[src/rtl/alu_arbiter.sv]
// rtl/alu_arbiter.sv - two-port valid/ready arbiter sharing one combinational ALU
// Optional build macro: ALU_ARB_FIXED_PRIO_EN (port 0 always wins a tie; default is round-robin)
`timescale 1ns/1ps

`ifndef DATA_WIDTH
`define DATA_WIDTH 32
`endif
`ifndef ALU_OP_WIDTH
`define ALU_OP_WIDTH 4
`endif
`ifndef ALU_COMP_WIDTH
`define ALU_COMP_WIDTH 3
`endif
`ifndef ALU_OP_NOP
`define ALU_OP_NOP 4'd0
`endif
`ifndef ALU_OP_ADD
`define ALU_OP_ADD 4'd1
`endif
`ifndef ALU_OP_SUB
`define ALU_OP_SUB 4'd2
`endif
`ifndef ALU_COMP_EQ
`define ALU_COMP_EQ 0
`endif
`ifndef ALU_COMP_LT
`define ALU_COMP_LT 1
`endif
`ifndef ALU_COMP_LTU
`define ALU_COMP_LTU 2
`endif

module alu_arbiter #(
  parameter int DW  = `DATA_WIDTH,
  parameter int OPW = `ALU_OP_WIDTH,
  parameter int CW  = `ALU_COMP_WIDTH
) (
  input  logic           clk,
  input  logic           rst,
  input  logic           req0_valid,
  output logic           req0_ready,
  input  logic [DW-1:0]  req0_din1,
  input  logic [DW-1:0]  req0_din2,
  input  logic [OPW-1:0] req0_op,
  input  logic           req1_valid,
  output logic           req1_ready,
  input  logic [DW-1:0]  req1_din1,
  input  logic [DW-1:0]  req1_din2,
  input  logic [OPW-1:0] req1_op,
  output logic           resp0_valid,
  input  logic           resp0_ready,
  output logic [DW-1:0]  resp0_dout,
  output logic [CW-1:0]  resp0_comp,
  output logic           resp1_valid,
  input  logic           resp1_ready,
  output logic [DW-1:0]  resp1_dout,
  output logic [CW-1:0]  resp1_comp,
  output logic [DW-1:0]  alu_din1,
  output logic [DW-1:0]  alu_din2,
  output logic [OPW-1:0] alu_op,
  input  logic [DW-1:0]  alu_dout,
  input  logic [CW-1:0]  alu_comp
);

  typedef enum logic {IDLE = 1'b0, RESP = 1'b1} state_t;

  state_t        state, state_next;
  logic          owner;
  logic [1:0]    resp_valid;
  logic [DW-1:0] result;
  logic [CW-1:0] comp;
  logic          grant;
  logic          owner_ready;
  logic          handshake;
  logic          free;
  logic          accept;
`ifndef ALU_ARB_FIXED_PRIO_EN
  logic          last_grant;
`endif

  // Pick the winning port: a lone requester wins, ties go by priority policy
  always_comb begin
    grant = 1'b0;
    if (req0_valid && req1_valid) begin
`ifdef ALU_ARB_FIXED_PRIO_EN
      grant = 1'b0;
`else
      grant = ~last_grant;
`endif
    end else if (req1_valid) begin
      grant = 1'b1;
    end
  end

  // Slot availability, accept handshake, ALU drive and next state
  always_comb begin
    state_next  = state;
    owner_ready = owner ? resp1_ready : resp0_ready;
    handshake   = (state == RESP) && resp_valid[owner] && owner_ready;
    free        = (state == IDLE) || handshake;
    accept      = free && !rst && (grant ? req1_valid : req0_valid);
    req0_ready  = accept && !grant;
    req1_ready  = accept && grant;
    alu_op      = `ALU_OP_NOP;
    alu_din1    = '0;
    alu_din2    = '0;
    if (accept) begin
      alu_op   = grant ? req1_op   : req0_op;
      alu_din1 = grant ? req1_din1 : req0_din1;
      alu_din2 = grant ? req1_din2 : req0_din2;
    end
    if (accept) begin
      state_next = RESP;
    end else if (handshake) begin
      state_next = IDLE;
    end
  end

  // FSM state register
  always_ff @(posedge clk) begin
    if (rst) begin
      state <= IDLE;
    end else begin
      state <= state_next;
    end
  end

  // Result/flag capture on accept, response valid ownership and priority history
  always_ff @(posedge clk) begin
    if (rst) begin
      owner      <= 1'b0;
      resp_valid <= 2'b00;
      result     <= '0;
      comp       <= '0;
`ifndef ALU_ARB_FIXED_PRIO_EN
      last_grant <= 1'b1;
`endif
    end else if (accept) begin
      result     <= alu_dout;
      comp       <= alu_comp;
      owner      <= grant;
      resp_valid <= grant ? 2'b10 : 2'b01;
`ifndef ALU_ARB_FIXED_PRIO_EN
      last_grant <= grant;
`endif
    end else if (handshake) begin
      resp_valid <= 2'b00;
    end
  end

  assign resp0_valid = resp_valid[0];
  assign resp1_valid = resp_valid[1];
  assign resp0_dout  = result;
  assign resp1_dout  = result;
  assign resp0_comp  = comp;
  assign resp1_comp  = comp;

endmodule

[config.mk]
export PLATFORM = sky130hd
export DESIGN_NAME = alu_arbiter
export DESIGN_NICKNAME = d
export VERILOG_FILES = /design/src/rtl/alu_arbiter.sv
export SDC_FILE = /design/constraint.sdc
export NUM_CORES = 1
export LEC_CHECK = 0
export CAP_MARGIN = 0
export CORE_AREA = 3 3 122 124
export DETAILED_ROUTE_END_ITERATION = 10
export DIE_AREA = 0 0 125 127
export SLEW_MARGIN = 15
export SYNTH_ARGS = -nofsm -noshare
export SYNTH_HDL_FRONTEND = slang
export SYNTH_SLANG_ARGS = --single-unit
export TNS_END_PERCENT = 50
[constraint.sdc]
create_clock -name clk -period 5.6 [get_ports clk]
set_input_delay 1.4 -clock clk [delete_from_list [all_inputs] [get_ports clk]]
set_output_delay 1.4 -clock clk [all_outputs]
set_load 0.03 [all_outputs]
After elaboration in Yosys (flattened, before gate mapping)
Cells that the tools add are included.

Flip-flop bits (word level): 40.

$lt $le $gt $ge: 1. Multiplexer cells: 17. Bitwise gates (word level): 2. Reduce and logical (&&, ||, !) cells: 11.

Operators by type and width (count): 2-to-1 mux 32 bit (4); 2-to-1 mux 1 bit (8); 2-to-1 mux 4 bit (2); logical AND 1 bit (7); 2-to-1 mux 2 bit (3); logical NOT 1 bit (2); less-than comparator 1 x 2 -> 1 bit (second input constant) (1); NOT 1 bit (2); nonzero test 2 bit (1); logical OR 1 bit (1).

Longest topological paths before layout
Word-level depth: 8. Mapped depth: 6.

Least setup slack after synthesis
No wires, ideal clock.

Kind: input to output. Start: input rst. End: output alu_din1[11]. Data arrival time: 2.734 ns. Setup slack: 1.466 ns. Stages: 6. Path buffers: 3. Path through: o21bai_1 -> a221o_1 -> buf_6 -> buf_6 -> buf_6 -> a21oi_1.

Longest elaborated chain between the ends: 4.

Ends and longest elaborated chain: start: declaration (line 39) `input logic rst,`; logical NOT 1 bit (line 101) `accept = free && !rst && (grant ? req1_valid : req0_valid);`; logical AND 1 bit (2 in a row) (line 101); 2-to-1 mux 32 bit (line 107) `if (accept) begin`; end: declaration (line 58) `output logic [DW-1:0] alu_din1,`.

Every way passes these cells.

Worst setup path after layout
Start: input req0_valid. End: output alu_din1[10].

Longest elaborated chain between the ends: 5.

Ends and longest elaborated chain: start: declaration (line 40) `input logic req0_valid,`; logical AND 1 bit (line 84) `if (req0_valid && req1_valid) begin`; 2-to-1 mux 1 bit (line 84); 2-to-1 mux 1 bit (line 101); logical AND 1 bit (line 101); 2-to-1 mux 32 bit * (line 107).

Mark *: on every way between the ends. The rest lies on a longest branch, timed or not.

==> impl_metrics.ini <==
[grt]
grt_max_degree = 72
overflow = 0
antenna_found_initial = 0
grt_pass1_vias = 3706
track_usage = 0.158
grt_pass1_wl_um = 20500

[sta]
max-slew-margin-rel = 0.449
tns_ns = 0
period_minus_slack_ns = 4.78
finalClockSkew_ns = 0.00465
setup_viol = 0
max_freq_ghz = 0.209
rsz0062_at_grt = no
max_slew.worst_pin.slew_ns = 0.826
finalCritPeriodShare = 0.854
final.setup.worst_slack_ns = 0.817
drv_slew = 0
hold_viol_final = 0

[clock_tree]
cts_tree = done
cts_hold_buf = 0
path_clk_slew_ns = 0.06
cts-htree-levels = 2
clk_latency_ns = 0.28
cts_setup_buffers = 0
cts_num_sinks = 40
clk_path_buf_depth = 2
cts_made_buffers = 5
cts_resized = 0
cts_root_buffer = clkbuf_16

[critical_path]
cp.depth = 5
arrival_ns = 3.38
path_delay_family = compound AO/OA/AOI/OAI gates
path_max_fanout = 71
cp.required_ns = 4.20
rr_worst_depth = 4
start_kind = input port
path_cells = clkdlybuf4s50_1 > o21bai_1 > a221o_4 > a21oi_1 > buf_12
cp_slowest_cell = a221o_4
cpPeakStageDelay_ns = 0.63
setup.worst_path.end_class = output port
critical_path_class = input port to output port
critPathBufInv = 2

[yosys]
synth-main-ff-cell = dfxtp_1
synth_seq_cells = 40
synthCells = 406
avgSynthCellArea_um2 = 7.62
synth-warning-count = 0
ys_top_cells_by_area = dfxtp_1 (26%), nand2_1 (17%), mux2_4 (15%)
yosysSeqAreaShare = 0.259
synth_top_cell_by_area = dfxtp_1
syn-cell-area_mm2 = 0.00309
synth-async-reset-ratio = 0
netlist.area_leader.share = 0.259
ys_types = 26
synth_nets = 583
synth_edf_count = 0

[detailed_routing]
wl_um = 13600
first_pass_iters = 5
drc_errors = 0
viasPerCell = 4.26
drt_iter0_drc = 133
ant_nets = 0
num_vias = 3629
wl_per_cell_um = 16.0

[run_status]
status = finished clean

[power_and_ir_drop]
leakage_nw = 2.63
power.total_mw = 1.34
powerDensity_mw_per_mm2 = 218
ir_worst_vdd_mv = 0.112

[die]
dieHeight_um = 127
dieArea_mm2 = 0.0159
initial_core_util = 0.223
ioPinCount = 319
core_area_mm2 = 0.0139
dieWidth_um = 125
num_rows = 43

[cells_and_area]
antennaDiodeCount = 0
fill_cells = 1345
seqCellArea_um2 = 801
fin_cells = 851
nets = 847
syn_to_final_growth_pct = 99.0
drive_gt1_frac = 0.200
multiInputGateArea_mm2 = 0.00181

[placement]
numPlacedInstances = 843
pre_cts_ws_ns = 0.836
gp_congestion = 0.931
dp_hpwl_um = 10800
portBuffers = 318

[hold_path]
holdPathStages = 2
min_path_type = register to register

[run]
cap_violations = 0
worst paths after layout:
| path | startpoint | to | slack, ns |
|---|---|---|---|
| max | req0_valid | alu_din1[10] | 0.82 |
| min | resp_valid[0]$_SDFFE_PP0P_ | resp_valid[0]$_SDFFE_PP0P_ | 0.52 |
| max reg2reg | owner$_SDFFE_PP0P_ | resp0_dout[7]$_SDFFE_PP0P_ | 3.09 |
| min reg2reg | resp_valid[0]$_SDFFE_PP0P_ | resp_valid[0]$_SDFFE_PP0P_ | 0.52 |
synth_stat cells, types with 2 or more instances:
| master | instances |
|---|---|
| mux2_2 | 5 |
| nor2_1 | 3 |
| inv_1 | 3 |
| nand2_1 | 138 |
| a21oi_1 | 56 |
| dfxtp_1 | 40 |
| nor2b_1 | 37 |
| buf_6 | 9 |
| a221o_1 | 2 |
| buf_12 | 3 |
| a21oi_2 | 13 |
| buf_4 | 35 |
| o32ai_1 | 2 |
| clkbuf_1 | 19 |
| mux2_4 | 30 |
flip-flops by register name (all words and copies together) (netlist names):
name / flops
last_grant: 1
owner: 1
resp0_comp: 3
resp0_dout: 32
resp_valid: 2
state: 1
kinds of logic after synthesis:
| logic type | after synthesis | synth area share |
|---|---|---|
| mux | 36 | 0.167 |
| simple gates | 183 | 0.257 |
| buf+inv | 69 | 0.164 |
| flops | 40 | 0.259 |
| compound gates | 78 | 0.153 |
where the power goes:
part	switching, mW	leakage, nW	internal [mW]
registers	0.0244	0.331	0.316
logic	0.333	2.21	0.326
clock network	0.118	0.0871	0.223
area by class of cell:
cell class                      instances  area share
Clock inverter                          2     0.00630
Sequential cell                        40       0.130
Clock buffer                            6      0.0226
Timing Repair Buffer                  323       0.509
Inverter                                3     0.00183
Multi-Input combinational cell        297       0.294
Tap cell                              180      0.0366
per-stage QoR:
stage	utilization	area, um2	hold slack, ns
3_5_place_dp	0.431	5980	0.513
4_1_cts	0.443	6160	0.525
5_1_grt	0.443	6160	0.569
3_3_place_gp	0.431	5980	0.507
2_1_floorplan	-	3090	0.479
6_report	0.443	6160	0.521
worst min-delay path: cells and delay by family, from the launching register on:
family | cells | cell delay (ns)
flip-flops | 1 | 0.34
AO/OA/AOI/OAI | 1 | 0.07
buffers and inverters | 1 | 0.06
layer usage:
metal	global-route usage	part of all wire
met5	0	0
met3	0.0330	0.071
met4	0.0249	0.0080
met2	0.304	0.53
met1	0.184	0.39
cells in the final DEF (no fill, tap or decap):
master | netlist | final
a21bo_2 | 1 | 1
a21boi_4 | 0 | 1
a21oi_1 | 56 | 56
a21oi_2 | 13 | 13
a221o_1 | 2 | 1
a221o_4 | 0 | 1
a222oi_1 | 1 | 1
and2_1 | 1 | 1
and3_1 | 1 | 1
and3b_1 | 1 | 1
buf_12 | 3 | 7
buf_4 | 35 | 68
bufinv_16 | 0 | 1
clkbuf_16 | 0 | 5
clkbuf_8 | 0 | 1
clkdlybuf4s50_1 | 0 | 248
clkinv_4 | 0 | 1
dfxtp_1 | 40 | 40
inv_1 | 3 | 3
mux2_2 | 5 | 5
mux2_4 | 30 | 30
mux2i_1 | 1 | 1
nand2_1 | 138 | 138
nand2b_1 | 1 | 1
nor2_1 | 3 | 3
nor2b_1 | 37 | 37
o21bai_1 | 1 | 1
o31ai_1 | 1 | 1
o32ai_1 | 2 | 2
or3_1 | 1 | 1
Note: power is estimated with default switching activity, not from simulation.
